--- config.mk ---
export PLATFORM = sky130hd
export DESIGN_NAME = led_pattern_sequencer
export DESIGN_NICKNAME = d
export VERILOG_FILES = /design/src/rtl/led_pattern_sequencer.sv
export SDC_FILE = /design/constraint.sdc
export NUM_CORES = 1
export LEC_CHECK = 0
export CORE_ASPECT_RATIO = 0.9
export CORE_MARGIN = 5
export CORE_UTILIZATION = 30
export CTS_CLUSTER_DIAMETER = 40
export DETAILED_ROUTE_END_ITERATION = 10
export MAX_ROUTING_LAYER = met4
export PLACE_DENSITY = 0.56
export SYNTH_ARGS = -nofsm -noshare
export SYNTH_HDL_FRONTEND = slang
export SYNTH_SLANG_ARGS = --single-unit
--- constraint.sdc ---
create_clock -name clk_in -period 4.27 [get_ports clk_in]
set_input_delay 0.6405 -clock clk_in [delete_from_list [all_inputs] [get_ports clk_in]]
set_output_delay 0.6405 -clock clk_in [all_outputs]
set_load 0.01 [all_outputs]
--- src/rtl/led_pattern_sequencer.sv ---
// RGB LED pattern sequencer (OFF/BLINK/CYCLE/BREATHE) driven by prescaler enable ticks in the clk_in domain.
// LED outputs are registered one cycle after the state that produces them; there is no backpressure, mode_btn is always accepted.
module led_pattern_sequencer #(
    parameter int TICK_DIV    = 12000000,
    parameter int BREATHE_DIV = 46875,
    parameter int PWM_BITS    = 8
) (
    input  logic       clk_in,
    input  logic       rst_n,
    input  logic       mode_btn,
    input  logic       pause,
    output logic [1:0] mode,
    output logic       tick,
    output logic       led_r,
    output logic       led_g,
    output logic       led_b
);
    localparam int TW = $clog2(TICK_DIV);
    localparam int BW = $clog2(BREATHE_DIV);
    localparam logic [TW-1:0]       T_LAST = TW'(TICK_DIV - 1);
    localparam logic [BW-1:0]       B_LAST = BW'(BREATHE_DIV - 1);
    localparam logic [PWM_BITS-1:0] FULL   = '1;

    typedef enum logic [1:0] {
        M_OFF     = 2'd0,
        M_BLINK   = 2'd1,
        M_CYCLE   = 2'd2,
        M_BREATHE = 2'd3
    } mode_e;

    mode_e               mode_q, mode_d;
    logic [TW-1:0]       tcnt_q, tcnt_d;
    logic [BW-1:0]       bcnt_q, bcnt_d;
    logic                phase_q, phase_d;
    logic [2:0]          cidx_q, cidx_d;
    logic [PWM_BITS-1:0] duty_q, duty_d;
    logic                dir_q, dir_d;
    logic [PWM_BITS-1:0] pwm_q, pwm_d;
    logic [2:0]          led_q, led_d;
    logic                tick_w, btick_w;
    logic [2:0]          cidx_inc;

    function automatic logic [2:0] color_of(input logic [2:0] idx);
        case (idx)
            3'd0:    color_of = 3'b100;
            3'd1:    color_of = 3'b010;
            3'd2:    color_of = 3'b001;
            3'd3:    color_of = 3'b110;
            3'd4:    color_of = 3'b011;
            3'd5:    color_of = 3'b101;
            3'd6:    color_of = 3'b111;
            default: color_of = 3'b000;
        endcase
    endfunction

    always_ff @(posedge clk_in or negedge rst_n) begin
        if (!rst_n) begin
            mode_q  <= M_OFF;
            tcnt_q  <= '0;
            bcnt_q  <= '0;
            phase_q <= 1'b0;
            cidx_q  <= '0;
            duty_q  <= '0;
            dir_q   <= 1'b0;
            pwm_q   <= '0;
            led_q   <= '0;
        end else begin
            mode_q  <= mode_d;
            tcnt_q  <= tcnt_d;
            bcnt_q  <= bcnt_d;
            phase_q <= phase_d;
            cidx_q  <= cidx_d;
            duty_q  <= duty_d;
            dir_q   <= dir_d;
            pwm_q   <= pwm_d;
            led_q   <= led_d;
        end
    end

    always_comb begin
        mode_d   = mode_q;
        tcnt_d   = tcnt_q;
        bcnt_d   = bcnt_q;
        phase_d  = phase_q;
        cidx_d   = cidx_q;
        duty_d   = duty_q;
        dir_d    = dir_q;
        pwm_d    = pwm_q + 1'b1;
        led_d    = 3'b000;
        tick_w   = (tcnt_q == T_LAST) && !pause;
        btick_w  = (bcnt_q == B_LAST) && !pause;
        cidx_inc = (cidx_q == 3'd6) ? 3'd0 : cidx_q + 3'd1;

        case (mode_q)
            M_BLINK:   led_d = {3{phase_q}};
            M_CYCLE:   led_d = color_of(cidx_q);
            M_BREATHE: led_d = color_of(cidx_q) & {3{pwm_q < duty_q}};
            default:   led_d = 3'b000;
        endcase

        // A button press restarts the new mode from scratch and swallows any same-cycle step.
        if (mode_btn) begin
            mode_d  = mode_e'(mode_q + 2'd1);
            tcnt_d  = '0;
            bcnt_d  = '0;
            phase_d = 1'b0;
            cidx_d  = '0;
            duty_d  = '0;
            dir_d   = 1'b0;
        end else if (!pause) begin
            tcnt_d = tick_w  ? '0 : tcnt_q + 1'b1;
            bcnt_d = btick_w ? '0 : bcnt_q + 1'b1;
            case (mode_q)
                M_BLINK: if (tick_w) phase_d = ~phase_q;
                M_CYCLE: if (tick_w) cidx_d = cidx_inc;
                M_BREATHE: begin
                    if (btick_w) begin
                        if (!dir_q) begin
                            if (duty_q == FULL) dir_d  = 1'b1;
                            else                duty_d = duty_q + 1'b1;
                        end else if (duty_q == '0) begin
                            dir_d = 1'b0;
                        end else begin
                            duty_d = duty_q - 1'b1;
                            if (duty_q == PWM_BITS'(1)) cidx_d = cidx_inc;
                        end
                    end
                end
                default: ;
            endcase
        end
    end

    assign mode  = mode_q;
    assign tick  = tick_w;
    assign led_r = led_q[2];
    assign led_g = led_q[1];
    assign led_b = led_q[0];
endmodule

==> results of run 1 <==
-- cells in the mapped netlist (2+ instances only) --
cell,count,share of area [%]
or3_1,6,1.0
nor4_1,2,0.34
a21oi_1,12,1.6
and2_1,4,0.68
nor2_1,55,5.6
nor4bb_1,2,0.55
inv_1,19,1.9
and3_1,9,1.5
nand3_1,18,2.5
a31oi_1,3,0.51
or2_2,2,0.34
o31ai_1,2,0.41
ha_1,20,6.8
xor2_1,31,7.4
and4_1,2,0.48
a2111oi_0,2,0.48
nand2_1,35,3.6
a21o_1,3,0.62
nor3_1,9,1.2
clkbuf_1,14,1.4
nand4_1,15,2.6
xnor2_1,17,4.1
dfrtp_1,66,45
or4b_4,2,0.75
or4bb_1,2,0.62
nor3b_1,3,0.62
nand2b_1,4,0.68
o21ai_0,16,2.2
-- power breakdown --
group          leakage (nW)  switching, mW  internal (mW)
clock network         0.147          0.248          0.450
registers             0.897         0.0422          0.657
logic                 0.697          0.128         0.0941
-- per-layer routing --
metal	GRT usage [%]	routed length, um	vias to the layer above
met5	-	0	-
li1	-	-	1353
met1	13.4	3460	1264
met4	3.65	95	0
met3	3.44	272	6
met2	17.5	3350	29
-- sequential cells by signal, indices dropped and copies added, names as in the netlist --
signal,cells
led_q,3
cidx_q,3
dir_q,1
pwm_q,8
mode,2
tcnt_q,24
duty_q,8
phase_q,1
bcnt_q,16
-- area by class of cell --
type	count	share of cell area [%]
sequential	66	39.4
multi-input combinational	292	44.8
tap	160	4.78
clock inverter	2	0.239
clock buffer	13	6.69
inverter	19	1.70
timing repair buffer	11	2.39
-- logic make-up (layout without fill, tap and decap cells) --
group           Yosys count  in the layout
simple gates            176            176
flops                    66             66
xor+xnor                 48             48
compound gates           47             47
buf+inv                  34             45
fa+ha+maj                20             20
mux                       1              1
-- how the worst max path moves through the flow --
stage	from	to	slack [ps]	depth (start not counted)
3_5_place_dp	pause	tick	740	4
4_1_cts	pause	tick	740	4
6_report	pause	tick	760	4
5_1_grt	pause	tick	660	4
3_3_place_gp	pause	tick	860	4
2_1_floorplan	pause	tcnt_q[10]$_DFFE_PN0N_	1610	6
==> flow_summary.ini, run 1 <==
[outcome]
outcome = finished clean

[pwr]
ir_drop_mv = 0.200
p_per_area_nw_per_um2 = 387
power.total_mw = 1.62
p_leak_nw = 1.74

[critical_path]
path_buf_inv = 2
r2r_start = bcnt_q[11]$_DFFE_PN0N_
cp_top_family = buffers and inverters
cp-end-kind = output pin
crit_chain = clkdlybuf4s50_1 -> or4b_2 -> nor4_1 -> clkdlybuf4s50_1
crit_slowest_cell = or4b_2
crit_fanout = 6
critPathMostFrequentCell = clkdlybuf4s50_1
critPathKind = input pin to output pin
cp.required_ps = 3630
reg2reg_depth = 5
ff2ff_setup_slack_ps = 1710
start_kind = input pin
crit_arrival_ps = 2870
r2r_end = duty_q[5]$_DFFE_PN0P_
cpPeakStageDelay_ps = 640

[die]
core_area_um2 = 12000
dieHeight_um = 115
dieArea_um2 = 14500
placement_rows = 38
initial_core_util_pct = 30.4
die_x_um = 126
io_pins = 10

[synthesis]
synth_top_family_by_area = simple AND/OR/NAND/NOR gates
synthAdderAreaFrac_pct = 6.84
ys_warn_count = 0
syn_area_um2 = 3660
synth_cell_types = 45
syn-num-nets = 416
ys_ff_latch = 66
synth_xor_area_share_pct = 11.5
synth_ff_type = dfrtp_1
synthArstFlopShare_pct = 100
synth-compound-area-share_pct = 7.86
synth_edf_count = 0
yosys.area_share.simple_pct = 24.7
synthCells = 392
synth.avg_cell_area_um2 = 9.34
yosys-mux-area-fraction_pct = 0.273
synth-seq-area-share_pct = 45.1

[sta]
final-hold-violation-count = 0
rsz0062_at_grt = no
worst_slack_ps = 760
fin_crit_sh_pct = 82.2
fin_worst_skew_ps = 4.57
clock.fmax_ghz = 0.285
whs_ps = 478
relSlewSlack_pct = 33.1
totalNegativeSetupSlack_ps = 0
worst_pin_slew_ps = 1000
drv_slew = 0
setup_viol = 0
min_period_ps = 3510

[placement]
placed_area_um2 = 3900
io_buffers = 9
place_inst = 548
dp_slack_ps = 741
place_congestion = 0.865
dp_hpwl_um = 5200

[cells_and_area]
multi_input_area_um2 = 1870
nFillCells = 1231
design_area_um2 = 4190
syn2layout_area_growth_pct = 14.4
antenna_cells = 0
drive_above_1_share_pct = 6.20
utilization_pct = 34.8
final_cells = 563
layout_commonest_cell = dfrtp_1
fin_nets = 423
final_cell_mix = dfrtp_1, nor2_1, nand2_1, xor2_1, ha_1
regArea_um2 = 1650

[global_route]
grt_usage_pct = 11.0
grt_max_degree = 45
grt_pass1_wl_um = 12600
grt_pass1_vias = 2653
grt_overflow = 0
antenna_found_initial = 0

[cts]
clock_path_buffers = 2
clock_latency_ps = 320
cts_tree = done
cts-hold-fix-buffers = 0
postCtsSetupBuffers = 0
clkTransAtPathRegs_ps = 50
cts-resized-gates = 0
root_buffer = clkbuf_16
cts_buffers = 9
cts_max_level = 3
cts_sinks = 66

[detailed_routing]
wl_um = 7180
num_vias = 2652
dr.pass1.iters = 4
wl_per_cell_um = 12.8
antenna_left = 0
drc = 0
viasPerCell = 4.71
drt_iter0_drc = 154

[job]
cap_violations = 0

[min_path]
hold_class = input pin to async pin
Note: power is estimated with default switching activity, not from simulation.
==> run 2, diff against run 1 <==
Clock period 4.27 ns to 3.29 ns, I/O delays scaled along.
==> run 2 against run 1 <==
Effect of this change: sequential power grew 30%; final cell count up 0.71%; non-clock buffer count increased by 4; largest cell class unchanged; worst setup slack got worse by 540 ps; first-iteration DRC count is 5.8% lower; sequential share of layout area is 0.11 points lower; power is 28% higher; clock power up 25%; critical endpoint unchanged; hold slack got worse by 440 ps; count of clock-buffer cells in the layout is 1 lower; via count rose by 2.1%; critical path depth did not move.
==> flow_summary.ini, run 2 (synthesis gave the netlist of run 1 again) <==
[outcome]
outcome = finished clean

[critical_path]
start_kind = input pin
critPathMostFrequentCell = clkdlybuf4s50_1
crit_arrival_ps = 2580
crit_slowest_cell = or4b_2
crit_fanout = 6
cpPeakStageDelay_ps = 650
cp-end-kind = output pin
critPathKind = input pin to output pin
crit_chain = clkdlybuf4s50_1 -> or4b_2 -> nor4_1 -> clkdlybuf4s50_1
path_buf_inv = 2
cp.required_ps = 2800
ff2ff_setup_slack_ps = 780
cp_top_family = buffers and inverters

[cts]
cts_max_level = 3
postCtsSetupBuffers = 0
clkTransAtPathRegs_ps = 50
cts-hold-fix-buffers = 0
cts_sinks = 66
clock_latency_ps = 330
root_buffer = clkbuf_16
cts-resized-gates = 0
cts_buffers = 9
cts_tree = done
clock_path_buffers = 2

[cells_and_area]
design_area_um2 = 4200
fin_nets = 427
syn2layout_area_growth_pct = 14.7
regMostFlops = tcnt_q
drive_above_1_share_pct = 6.88
layout_commonest_cell = dfrtp_1
final_cells = 567
antenna_cells = 0
largest_register_ffs = 24
final_cell_mix = dfrtp_1, nor2_1, nand2_1, xor2_1, ha_1
nFillCells = 1214
reg_top3 = tcnt_q: 24 flops, bcnt_q: 16 flops

[detailed_routing]
viasPerCell = 4.77
dr.pass1.iters = 4
wl_per_cell_um = 13.0
num_vias = 2707
drc = 0
antenna_left = 0
wl_um = 7390
drt_iter0_drc = 145

[placement]
place_congestion = 0.793
dp_slack_ps = 189
placed_area_um2 = 3930
place_inst = 552
io_buffers = 9
dp_hpwl_um = 5190

[job]
cap_violations = 0

[pwr]
p_per_area_nw_per_um2 = 493
p_seq_share_pct = 44.0
p_sw_share_pct = 26.5
p_clk_share_pct = 42.2
ir_drop_mv = 0.241
p_leak_nw = 1.75
p_switching_uw = 549
p_int_mw = 1.52
combinationalPowerShare_pct = 13.8

[sta]
setup_viol = 0
clock.fmax_ghz = 0.325
drv_slew = 0
min_period_ps = 3070
fin_crit_sh_pct = 93.5
relSlewSlack_pct = 60.9
worst_slack_ps = 215
totalNegativeSetupSlack_ps = 0
final-hold-violation-count = 0
worst_pin_slew_ps = 582
rsz0062_at_grt = no
fin_worst_skew_ps = 7.96

[global_route]
grt_max_degree = 37
grt_usage_pct = 11.2
antenna_found_initial = 0
grt_pass1_wl_um = 12700
grt_overflow = 0
grt_pass1_vias = 2704

[die]
dieHeight_um = 115
core_area_um2 = 12000
placement_rows = 38
die_x_um = 126
initial_core_util_pct = 30.4
dieArea_um2 = 14500
io_pins = 10

[min_path]
hold_class = input pin to async pin
==> run 2: path summary, 6_finish.rpt <==
kind,end,start,cells past startpoint
max,tick,pause,4
min,led_q[1]$_DFF_PN0_,rst_n,1
max reg2reg,duty_q[5]$_DFFE_PN0P_,bcnt_q[11]$_DFFE_PN0N_,5
min reg2reg,pwm_q[7]$_DFF_PN0_,pwm_q[7]$_DFF_PN0_,1
max in group asynchronous,tcnt_q[1]$_DFFE_PN0N_,rst_n,2
min in group clk_in,pwm_q[7]$_DFF_PN0_,pwm_q[7]$_DFF_PN0_,1
==> run 2: power by group through the flow <==
stage	sequential [mW]	combinational (mW)	clock, mW
floorplan	0.902	0.190	0
global placement	0.921	0.282	0
detailed placement	0.925	0.288	0
CTS	0.910	0.290	0.899
global route	0.919	0.327	0.935
finish	0.910	0.286	0.872
==> run 2: worst register-to-register path, delay by kind of cell (launching register included) <==
kind             cells  cell delay, ps
flip-flops           1             420
AND/OR/NAND/NOR      4            1870
AO/OA/AOI/OAI        1             140
==> run 2: final cells by class <==
type	instances	area, um^2	share of cell area, %
multi-input combinational	292	1870	44.6
clock inverter	3	15.0	0.358
inverter	19	71.3	1.70
timing repair buffer	15	130	3.10
tap	160	200	4.77
clock buffer	12	256	6.11
sequential	66	1650	39.3
==> run 2: per-layer routing <==
metal  share of wire [%]  global-route usage, %  wire (um)  up-vias
met5                   0                      -          0        -
met4                 1.7                   4.72        129        0
met3                 3.0                   2.97        223        9
met2                  46                   17.7       3410       27
met1                  49                   13.6       3620     1309
li1                    -                      -          -     1362
==> run 2: stage by stage <==
step | power, mW | utilization [%] | hold WS [ps]
after floorplan | 1.09 | - | 198
after global placement | 1.20 | 32.7 | 382
after detailed placement | 1.21 | 32.7 | 387
after CTS | 2.10 | 34.9 | 38.7
after global routing | 2.18 | 34.9 | 52.0
final | 2.07 | 34.9 | 40.2
